==> src/rtl/permute_issue_ctrl.sv <==
// permute_issue_ctrl: issue controller for the Permute (odd) pipe.
// Accepts decoded instrs by valid/ready, holds them on RAW/WAW hazards using a
// per-register pending scoreboard, caps in-flight writers at MAX_INFLIGHT, and
// registers the Permute RF/FWD-stage inputs one cycle after issue.
// Optional feature macro: PERMUTE_ISSUE_FWD_EN (writeback-cycle forwarding).
// Ports:
//   clk, reset                          clock, synchronous active-high reset
//   in_valid/in_ready                   decoded instr handshake (in_ready comb.)
//   in_op/format/imm/rt/ra/rb_addr      decoded instr fields
//   in_uses_ra/rb, in_reg_write         source use and destination write flags
//   flush                               squash the presented instr this cycle
//   reg_write_wb/rt_addr_wb             Permute writeback, releases pending entry
//   op/format/imm/rt_addr/reg_write     Permute stage inputs, op=0 is a nop
//   ra_addr/rb_addr                     RF read addresses, registered with op
//   fwd_ra/fwd_rb                       RF stage takes previous-cycle wb data
//   inflight                            in-flight writer count
//   stall_cnt                           saturating count of hazard/cap stalls
module permute_issue_ctrl #(
  parameter int NUM_REGS     = 128,
  parameter int ADDR_W       = 7,
  parameter int MAX_INFLIGHT = 4,
  parameter int CNT_W        = 32
) (
  input  logic              clk,
  input  logic              reset,
  input  logic              in_valid,
  output logic              in_ready,
  input  logic [0:10]       in_op,
  input  logic [2:0]        in_format,
  input  logic [0:17]       in_imm,
  input  logic [0:ADDR_W-1] in_rt_addr,
  input  logic [0:ADDR_W-1] in_ra_addr,
  input  logic [0:ADDR_W-1] in_rb_addr,
  input  logic              in_uses_ra,
  input  logic              in_uses_rb,
  input  logic              in_reg_write,
  input  logic              flush,
  input  logic              reg_write_wb,
  input  logic [0:ADDR_W-1] rt_addr_wb,
  output logic [0:10]       op,
  output logic [2:0]        format,
  output logic [0:17]       imm,
  output logic [0:ADDR_W-1] rt_addr,
  output logic              reg_write,
  output logic [0:ADDR_W-1] ra_addr,
  output logic [0:ADDR_W-1] rb_addr,
  output logic              fwd_ra,
  output logic              fwd_rb,
  output logic [2:0]        inflight,
  output logic [CNT_W-1:0]  stall_cnt
);
  logic [NUM_REGS-1:0] pending_q, pending_d;
  logic [2:0]          inflight_q, inflight_d, infl_eff;
  logic                wb_ok, m_ra, m_rb, m_rt, hazard, issue, wr_issue;
  // A writeback only counts if it releases a real pending writer; stray or
  // post-reset writebacks are ignored so the counter can never underflow.
  assign wb_ok = reg_write_wb & pending_q[rt_addr_wb] & (inflight_q != 3'd0);
`ifdef PERMUTE_ISSUE_FWD_EN
  // The entry being written back this cycle no longer blocks; its data is
  // forwarded to the RF stage next cycle.
  assign m_ra     = wb_ok & (rt_addr_wb == in_ra_addr);
  assign m_rb     = wb_ok & (rt_addr_wb == in_rb_addr);
  assign m_rt     = wb_ok & (rt_addr_wb == in_rt_addr);
  assign infl_eff = inflight_q - {2'b0, wb_ok};
`else
  assign m_ra     = 1'b0;
  assign m_rb     = 1'b0;
  assign m_rt     = 1'b0;
  assign infl_eff = inflight_q;
`endif
  assign hazard = (in_uses_ra & pending_q[in_ra_addr] & ~m_ra) |
                  (in_uses_rb & pending_q[in_rb_addr] & ~m_rb) |
                  (in_reg_write & pending_q[in_rt_addr] & ~m_rt);
  assign in_ready   = ~flush & ~hazard & ~(in_reg_write & (infl_eff == 3'(MAX_INFLIGHT)));
  assign issue      = in_valid & in_ready;
  assign wr_issue   = issue & in_reg_write;
  // Clear before set so a same-index set wins.
  assign pending_d  = (pending_q & ~(NUM_REGS'(wb_ok) << rt_addr_wb)) |
                      (NUM_REGS'(wr_issue) << in_rt_addr);
  assign inflight_d = inflight_q + {2'b0, wr_issue} - {2'b0, wb_ok};
  assign inflight   = inflight_q;
  always_ff @(posedge clk) begin
    if (reset) begin
      pending_q  <= '0;
      inflight_q <= '0;
      stall_cnt  <= '0;
      op         <= '0;
      format     <= '0;
      imm        <= '0;
      rt_addr    <= '0;
      reg_write  <= 1'b0;
      ra_addr    <= '0;
      rb_addr    <= '0;
      fwd_ra     <= 1'b0;
      fwd_rb     <= 1'b0;
    end else begin
      pending_q  <= pending_d;
      inflight_q <= inflight_d;
      if (in_valid & ~in_ready & ~flush & ~&stall_cnt)
        stall_cnt <= stall_cnt + CNT_W'(1);
      op        <= issue ? in_op : '0;
      reg_write <= wr_issue;
      fwd_ra    <= issue & in_uses_ra & m_ra;
      fwd_rb    <= issue & in_uses_rb & m_rb;
      if (issue) begin
        format  <= in_format;
        imm     <= in_imm;
        rt_addr <= in_rt_addr;
        ra_addr <= in_ra_addr;
        rb_addr <= in_rb_addr;
      end
    end
  end
endmodule

==> config.mk <==
export PLATFORM = sky130hd
export DESIGN_NAME = permute_issue_ctrl
export DESIGN_NICKNAME = d
export VERILOG_FILES = /design/src/rtl/permute_issue_ctrl.sv
export SDC_FILE = /design/constraint.sdc
export NUM_CORES = 1
export LEC_CHECK = 0
export ABC_CLOCK_PERIOD_IN_PS = 14900
export CAP_MARGIN = 20
export CORE_UTILIZATION = 62
export CTS_CLUSTER_SIZE = 12
export DETAILED_ROUTE_END_ITERATION = 7
export GPL_TIMING_DRIVEN = 0
export PLACE_DENSITY = 0.87
export SLEW_MARGIN = 5
export SYNTH_ARGS = -nofsm -noshare
export SYNTH_HDL_FRONTEND = slang
export SYNTH_SLANG_ARGS = --single-unit
==> constraint.sdc <==
create_clock -name clk -period 14.9 [get_ports clk]
set_input_delay 2.235 -clock clk [delete_from_list [all_inputs] [get_ports clk]]
set_output_delay 2.235 -clock clk [all_outputs]
set_load 0.005 [all_outputs]
Yosys cells after proc, flatten, opt, wreduce, memory -nomap -nowiden --
Index checks and enable logic that the tools add are counted.
Word-level totals: logic and storage cells 55, flip-flop bits (word level) 217
Operators by class: reduce and logical (&&, ||, !) cells 4, $lt $le $gt $ge 4, shift operators 2, multiplexer cells 8, eq/ne operators 1, add/subtract/negate cells 3, bitwise gates (word level) 23
Operators by type and width (number):
- left shift 1 x 7 -> 128 bit | 2
- AND 128 bit | 1
- inverter 128 bit | 1
- OR 128 bit | 1
- adder 32 x 1 -> 32 bit (second input constant) | 1
- < comparator 7 x 8 -> 1 bit (second input constant) | 4
- AND reduction 32 bit | 1
- binary-select mux 1 bit (select 7 bit) | 4
- AND 1 bit | 13
- inverter 1 bit | 5
- 2-to-1 mux 1 bit | 4
- adder 3 x 1 -> 3 bit | 1
- equality test 3 bit (second input constant) | 1
- nonzero test 3 bit | 1
- subtractor 3 x 1 -> 3 bit | 1
- OR 1 bit | 2
- OR reduction 2 bit | 1
- zero test 1 bit | 1

Depth between registers and ports, before layout --
Gate-level depths: netlist of the first run.
depth after elaboration 12, depth in mapped cells 22, mapped depth without buffers 15

Least setup slack after synthesis of the first run --
No wires, ideal clock.
kind input -> output, start in in_ra_addr[6] (netlist bit), end out in_ready, required time 12665 ps, data arrival time 5114 ps, buffers on the path 5, path slack 7551 ps, stages on the path 12, cell sequence buf_2 buf_6 mux4_2 mux4_2 mux2i_1 nor2_1 or4_1 and4_4 nor3_4 buf_6 buf_6 buf_4
Between the ends: longest elaborated chain between the ends 8
Ends and longest elaborated chain:
- from (decl) | line 32 | input logic [0:ADDR_W-1] in_ra_addr,
- binary-select mux 1 bit (select 7 bit) | line 71 | assign hazard = (in_uses_ra & pending_q[in_ra_addr] & ~m_ra) |
- 2-to-1 mux 1 bit (implied by the code) | line 71
- AND 1 bit | line 71
- OR 1 bit | line 71
- OR 1 bit | line 72 | (in_uses_rb & pending_q[in_rb_addr] & ~m_rb) |
- inverter 1 bit | line 74 | assign in_ready = ~flush & ~hazard & ~(in_reg_write & (infl_eff == 3'(MAX_INFLIGHT)));
- AND 1 bit (2 in series) | line 74
- to (decl) | line 27 | output logic in_ready,
Every way passes these cells. The select of a mux whose other input is x is not followed.

Final worst setup path of the first run --
start in in_rb_addr[5] (netlist bit), end out in_ready
Between the ends: longest elaborated chain between the ends 8
Ends and longest elaborated chain:
- from (decl) | line 33 | input logic [0:ADDR_W-1] in_rb_addr,
- binary-select mux 1 bit (select 7 bit) | line 72
- 2-to-1 mux 1 bit (implied by the code) | line 72
- AND 1 bit | line 72
- OR 1 bit | line 71
- OR 1 bit | line 72
- inverter 1 bit | line 74
- AND 1 bit (2 in series) | line 74
Every way passes these cells. The select of a mux whose other input is x is not followed.

==> run summary, run 1 <==
slew at the pin closest to its max-slew limit = 1.02 ns
Net Sw Power = 359 uW
Num Clock Sinks = 217
final number of max-transition violations = 0
Hold/Removal Path Class = reg2reg
Max Fclk = 107 MHz
CTS clk-pin slew, worst paths = 0.06 ns
count of unique library cells instantiated by Yosys = 60
standard cell with the maximum stage delay on the critical path = sky130_fd_sc_hd__clkbuf_1
fraction of registers with async set/reset = 0%
critical path capture point type = primary output
number of top-level pins = 160
post-synthesis sequential element count = 217
clock latency of the later-clocked register in the worst-skew pair = 0.54 ns
Yosys top cell area share = 31.6%
number of hold violations in the final report = 0
internal cell power = 1.01 mW
total wire length = 52.6 mm
die width = 151 um
DRC marker count from the first detailed-route iteration = 1556
half-perimeter wire length after detailed placement = 39.1 mm
detailed-route DRC error count = 1
violations in the final reports = design-rule violations
post-route antenna net violation count = 0
Hold EP = ra_addr[6]
part of the total power dissipated in sequential elements = 43.2%
RD Place Congestion = 1.03
core box area = 0.0218 mm^2
PnR worst setup slack = 5.59 ns
cell class contributing the biggest share of worst-path delay = buffers and inverters
gate count of the mapped netlist = 1440
number of buffer and inverter instances along the worst setup path = 7
clock period minus worst slack = 9.31 ns
post-CTS setup buffer count = 0
via count of the first global-routing pass = 13000
antenna violations before repair = 1
diodes inserted = 0
outcome = complete, but fails checks
Worst Path Required = 12.66 ns
number of gates resized after CTS = 0
Logic pwr share = 12.8%
number of nets at the end of the flow = 1681
max_slew headroom = 31.9%
syn avg cell area = 9.55 um^2
maximum number of buffers from clock root to sink = 3
TritonCTS clock tree = done
PD cells = 84.2 mW/mm^2
cell taking the most area after synthesis = sky130_fd_sc_hd__dfxtp_1
setup total negative slack = 0 ns
static leakage = 5.76 nW
maximum number of pins on one net before global-route repair = 13
Port Buf Inserts = 139
critical path class = in2out
residual overflow from global routing = 0
number of cells on the worst hold path = 2
Via Count = 13600
vertical extent of the die = 151 um
Commonest cells post-synth = sky130_fd_sc_hd__dfxtp_1, sky130_fd_sc_hd__o21ai_0, sky130_fd_sc_hd__nor2b_1
register area share after synthesis = 31.6%
cell breakdown of the critical path = clkbuf_1 -> clkbuf_1 -> buf_1 -> mux4_2 -> nand2_1 -> o2111ai_1 -> o211ai_1 -> o311ai_0 -> a2111o_1 -> nor3_4 -> buf_6 -> buf_6 -> buf_4 -> clkdlybuf4s50_1
final-layout worst hold slack = 0.472 ns
Worst Setup Start Kind = input pin
RSZ-0062 raised after global routing = false
setup skew after layout = 0.0113 ns
terminus of the critical flop-to-flop path = inflight[2]
source of the worst register-to-register timing path = pending_q[23]
Via-to-Cell Ratio = 7.17
root buf cell = sky130_fd_sc_hd__clkbuf_16
IR Drop Worst-Case VDD = 105 uV
reported max-cap violation count = 0
area overhead of the layout relative to synthesis = 18.6%
initial core utilization = 63.2%
cells taking the most area after synthesis = sky130_fd_sc_hd__dfxtp_1, sky130_fd_sc_hd__mux4_2, sky130_fd_sc_hd__nor2b_1
slowest cell delay on critical path = 0.75 ns
reg-to-reg slack, setup = 9.92 ns
pre-CTS worst setup slack = 5.73 ns
number of optimization iterations in the first detailed-route pass = 8
most instantiated flip-flop cell in the synthesis netlist = sky130_fd_sc_hd__dfxtp_1
Crit path arrival time = 7.08 ns
fraction of layout cells with a size suffix above 1 = 15.7%
Num CTS Buffers = 24
depth of the CTS H-tree = 1
Switching Fraction = 26.1%
cells on worst reg2reg path = 18
Post-synth EDFFs = 0
clock group share of total power = 44.1%
die outline area = 0.0228 mm^2
Worst Min Path Start = ra_addr[6]
peak fanout along the critical path = 10
period utilisation layout = 62.5%
endpoints failing setup = 0
leading cell type by number of instances after synthesis = sky130_fd_sc_hd__dfxtp_1
Post-CTS Hold Buffers = 0
Yosys warning count = 0
first-pass GRT wire length = 77.0 mm
average detailed-routed wire length per instance = 27.7 um
row cnt = 54
Synth Cell Area = 0.0137 mm^2
global routing usage summed across all routing layers = 45.9%
[cells by family (layout without fill, tap and decap cells)]
kind of cell	Yosys count	after routing	share of synthesized area [%]
other cells	1	2	0.0273
flops	217	217	31.6
fa+ha+maj	4	4	0.419
simple gates	469	469	19.9
buf+inv	138	319	4.31
mux	228	228	27.6
xor+xnor	2	2	0.127
compound gates	381	381	16.1
[worst max path at each step]
stage / to / start / slack (ns) / cells after the start
4_1_cts: in_ready / in_rb_addr[5] / 5.71 / 14
2_1_floorplan: in_ready / in_ra_addr[6] / 7.55 / 12
3_3_place_gp: in_ready / in_rb_addr[5] / 5.77 / 14
3_5_place_dp: in_ready / in_rb_addr[5] / 5.73 / 14
5_1_grt: in_ready / in_rb_addr[5] / 5.53 / 14
6_report: in_ready / in_rb_addr[5] / 5.59 / 14
[power by group through the flow]
stage / Sequential [mW] / Clock, mW / Combinational (mW)
after floorplan: 0.604 / 0 / 0.0973
after global placement: 0.605 / 0 / 0.167
after detailed placement: 0.605 / 0 / 0.169
after CTS: 0.592 / 0.598 / 0.170
after global routing: 0.593 / 0.623 / 0.183
final: 0.593 / 0.605 / 0.175
[worst reg2reg max path: stages (launching register included)]
cell                      delay (ns)
sky130_fd_sc_hd__dfxtp_1        0.37
sky130_fd_sc_hd__mux4_2         0.49
sky130_fd_sc_hd__mux4_2         0.52
sky130_fd_sc_hd__mux2i_1        0.21
sky130_fd_sc_hd__nor2_1         0.05
sky130_fd_sc_hd__or4_1          0.54
sky130_fd_sc_hd__and4_4         0.21
sky130_fd_sc_hd__nor3_4         0.31
sky130_fd_sc_hd__buf_6          0.24
sky130_fd_sc_hd__buf_6          0.18
sky130_fd_sc_hd__buf_4          0.21
sky130_fd_sc_hd__nand3_1        0.14
sky130_fd_sc_hd__ha_1           0.35
sky130_fd_sc_hd__inv_1          0.05
sky130_fd_sc_hd__ha_1           0.19
sky130_fd_sc_hd__fa_1           0.41
sky130_fd_sc_hd__xnor2_1        0.19
sky130_fd_sc_hd__xnor2_1        0.14
sky130_fd_sc_hd__nor2_1         0.05
[sequential cells by signal, summed over array words and instances, names as in the netlist]
| register | cells |
|---|---|
| op | 11 |
| rt_addr | 7 |
| rb_addr | 7 |
| ra_addr | 7 |
| inflight | 3 |
| format | 3 |
| pending_q | 128 |
| reg_write | 1 |
| imm | 18 |
| stall_cnt | 32 |
[cell usage in the layout (no fill, tap or decap), drive strengths merged, types with 52 or more instances in the layout]
| master | netlist | routed |
|---|---|---|
| nor2b | 164 | 164 |
| dfxtp | 217 | 217 |
| nor2 | 52 | 52 |
| mux2i | 81 | 81 |
| o21ai | 262 | 262 |
| clkdlybuf4s50 | 0 | 139 |
| nand2 | 52 | 52 |
| clkbuf | 80 | 113 |
| mux4 | 118 | 118 |
| nand3 | 56 | 56 |
[layer usage]
metal  GRT usage, %  wire length (um)
met5           1.14                 0
met4           27.2              3130
met3           14.5              7920
met2           70.1             23200
met1           56.8             18400
[area by class of cell]
class	instances	area (um^2)
flip-flops and latches	217	4340
multi-input cells	1086	8810
inverters	14	52.6
well taps	280	350
clock buffers	33	696
repair buffers	142	1420
clock inverters	6	83.8
fillers	1570	5450
plain buffers	124	541
[per-stage QoR]
stage	cells	area [um^2]	power [mW]	utilization [%]
2_1_floorplan	1441	13800	0.702	-
3_3_place_gp	1860	15500	0.772	71.2
3_5_place_dp	1861	15500	0.774	71.3
4_1_cts	1900	16300	1.36	74.8
5_1_grt	1902	16300	1.40	74.9
6_report	1902	16300	1.37	74.9
No activity file was read; power rests on OpenSTA's default activity.
==> inputs of run 2 (changes only) <==
--- a/config.mk
+++ b/config.mk
@@ -5,13 +5,13 @@
 export SDC_FILE = /design/constraint.sdc
 export NUM_CORES = 1
 export LEC_CHECK = 0
-export ABC_CLOCK_PERIOD_IN_PS = 14900
+export ABC_CLOCK_PERIOD_IN_PS = 8250
 export CAP_MARGIN = 20
-export CORE_UTILIZATION = 62
+export CORE_UTILIZATION = 52
 export CTS_CLUSTER_SIZE = 12
 export DETAILED_ROUTE_END_ITERATION = 7
 export GPL_TIMING_DRIVEN = 0
-export PLACE_DENSITY = 0.87
+export PLACE_DENSITY = 0.78
 export SLEW_MARGIN = 5
 export SYNTH_ARGS = -nofsm -noshare
 export SYNTH_HDL_FRONTEND = slang
==> constraint.sdc (replaced) <==
create_clock -name clk -period 8.25 [get_ports clk]
set_input_delay 1.2375 -clock clk [delete_from_list [all_inputs] [get_ports clk]]
set_output_delay 1.2375 -clock clk [all_outputs]
set_load 0.005 [all_outputs]
==> run summary, run 2 (synthesized netlist as in run 1, its figures left out) <==
Cell Area, Placed = 0.0156 mm^2
area overhead of the layout relative to synthesis = 19.7%
global routing usage summed across all routing layers = 39.6%
Max Fclk = 134 MHz
cells on worst reg2reg path = 18
PnR worst setup slack = 0.763 ns
violations in the final reports = design-rule violations
Num Clock Sinks = 217
half-perimeter wire length after detailed placement = 39.3 mm
RD Place Congestion = 1.07
Port Buf Inserts = 139
antenna violations before repair = 2
DRC marker count from the first detailed-route iteration = 2324
number of top-level pins = 160
number of cells on the worst hold path = 2
depth of the CTS H-tree = 1
static leakage = 5.80 nW
Worst Min Path Start = rb_addr[6]
reg-to-reg slack, setup = 3.35 ns
row cnt = 59
via count of the first global-routing pass = 12800
maximum number of buffers from clock root to sink = 3
root buf cell = sky130_fd_sc_hd__clkbuf_16
CTS clk-pin slew, worst paths = 0.06 ns
initial core utilization = 52.9%
vertical extent of the die = 165 um
detailed-route DRC error count = 6
critical path class = in2out
Design Power = 2.58 mW
clock period minus worst slack = 7.49 ns
Post-CTS Hold Buffers = 0
met1 WL = 19.6 mm
die outline area = 0.0271 mm^2
Via Count = 13600
peak fanout along the critical path = 10
RSZ-0062 raised after global routing = false
die width = 165 um
fraction of layout cells with a size suffix above 1 = 15.9%
Via-to-Cell Ratio = 6.94
commonest cells after routing, fill and taps aside = sky130_fd_sc_hd__dfxtp_1, sky130_fd_sc_hd__o21ai_0, sky130_fd_sc_hd__nor2b_1
outcome = complete, but fails checks
slew at the pin closest to its max-slew limit = 1.17 ns
most common cell after layout, fill and taps aside = sky130_fd_sc_hd__dfxtp_1
total wire length = 54.2 mm
number of gates resized after CTS = 0
Num CTS Buffers = 25
met2 routed WL = 23.3 mm
count of placed standard cells in the final layout, fillers left out = 1964
Hold EP = rb_addr[6]
Crit path arrival time = 6.25 ns
source of the worst register-to-register timing path = pending_q[23]
residual overflow from global routing = 0
final number of max-transition violations = 0
setup total negative slack = 0 ns
post-route antenna net violation count = 0
flip-flop count of the largest register, all copies and words added = 128
maximum number of pins on one net before global-route repair = 14
Inst Count DP = 1915
reported max-cap violation count = 0
end-of-flow core utilization = 63.4%
largest registers in the final layout = pending_q: 128 flops, stall_cnt: 32 flops, imm: 18 flops
pre-CTS worst setup slack = 1.01 ns
setup skew after layout = 0.0251 ns
average detailed-routed wire length per instance = 27.6 um
post-CTS setup buffer count = 0
terminus of the critical flop-to-flop path = inflight[2]
PD cells = 157 mW/mm^2
Top Metal Used = met5
max_slew headroom = 21.9%
critical path capture point type = primary output
Final Instance Area = 0.0165 mm^2
Worst Path Required = 7.01 ns
Reg with most FFs = pending_q
number of hold violations in the final report = 0
core box area = 0.0260 mm^2
Hold/Removal Path Class = reg2reg
Worst Setup Start Kind = input pin
final-layout worst hold slack = 0.476 ns
Fill cells = 2155
endpoints failing setup = 0
number of nets at the end of the flow = 1681
IR Drop Worst-Case VDD = 162 uV
number of optimization iterations in the first detailed-route pass = 8
first-pass GRT wire length = 79.3 mm
clock latency of the later-clocked register in the worst-skew pair = 0.57 ns
met3 wirelength from detailed routing = 7.81 mm
TritonCTS clock tree = done
period utilisation layout = 90.8%
[run 2: cell count changes in the layout (fill, tap and decap cells not counted), sizes merged]
| cell | change |
|---|---|
| buf | -1 |
| bufinv | +1 |
| clkbuf | +4 |
| clkinvlp | +1 |
| diode | +1 |
| inv | +1 |
[run 2: cell type report]
class | count | area (um^2) | area share (%)
clock buffers | 37 | 731 | 4.44
flip-flops and latches | 217 | 4340 | 26.4
well taps | 335 | 419 | 2.55
inverters | 14 | 52.6 | 0.319
multi-input cells | 1086 | 8810 | 53.5
repair buffers | 141 | 1420 | 8.63
plain buffers | 124 | 541 | 3.28
clock inverters | 9 | 138 | 0.836
diodes | 1 | 2.50 | 0.0152
[run 2: metal layers]
layer	vias to the layer above	global-route usage, %
li1	5701	-
met1	6460	49.8
met2	1183	60.2
met3	281	12.8
met4	2	21.2
met5	-	0
[run 2: worst max-delay path, cell delays in order]
cell,delay [ns]
sky130_fd_sc_hd__clkbuf_1,0.54
sky130_fd_sc_hd__clkbuf_1,0.66
sky130_fd_sc_hd__buf_1,0.76
sky130_fd_sc_hd__mux4_2,0.45
sky130_fd_sc_hd__nand2_1,0.09
sky130_fd_sc_hd__o2111ai_1,0.15
sky130_fd_sc_hd__o211ai_1,0.21
sky130_fd_sc_hd__o311ai_0,0.24
sky130_fd_sc_hd__a2111o_1,0.50
sky130_fd_sc_hd__nor3_4,0.25
sky130_fd_sc_hd__buf_6,0.25
sky130_fd_sc_hd__buf_6,0.17
sky130_fd_sc_hd__buf_4,0.18
sky130_fd_sc_hd__clkdlybuf4s50_1,0.51
[run 2: worst max-delay path by stage]
stage,startpoint,end,slack (ns),cells after the start
6_report,in_rb_addr[5],in_ready,0.76,14
5_1_grt,in_rb_addr[5],in_ready,0.80,14
4_1_cts,in_rb_addr[5],in_ready,0.99,14
3_5_place_dp,in_rb_addr[5],in_ready,1.01,14
3_3_place_gp,in_rb_addr[5],in_ready,1.06,14
2_1_floorplan,in_ra_addr[6],inflight[2],2.69,20
[run 2: report_power, final]
part	switching (mW)	leakage, nW	internal [mW]
registers	0.00904	1.75	1.06
clock network	0.482	0.426	0.709
logic	0.198	3.62	0.125
total	0.689	5.80	1.90
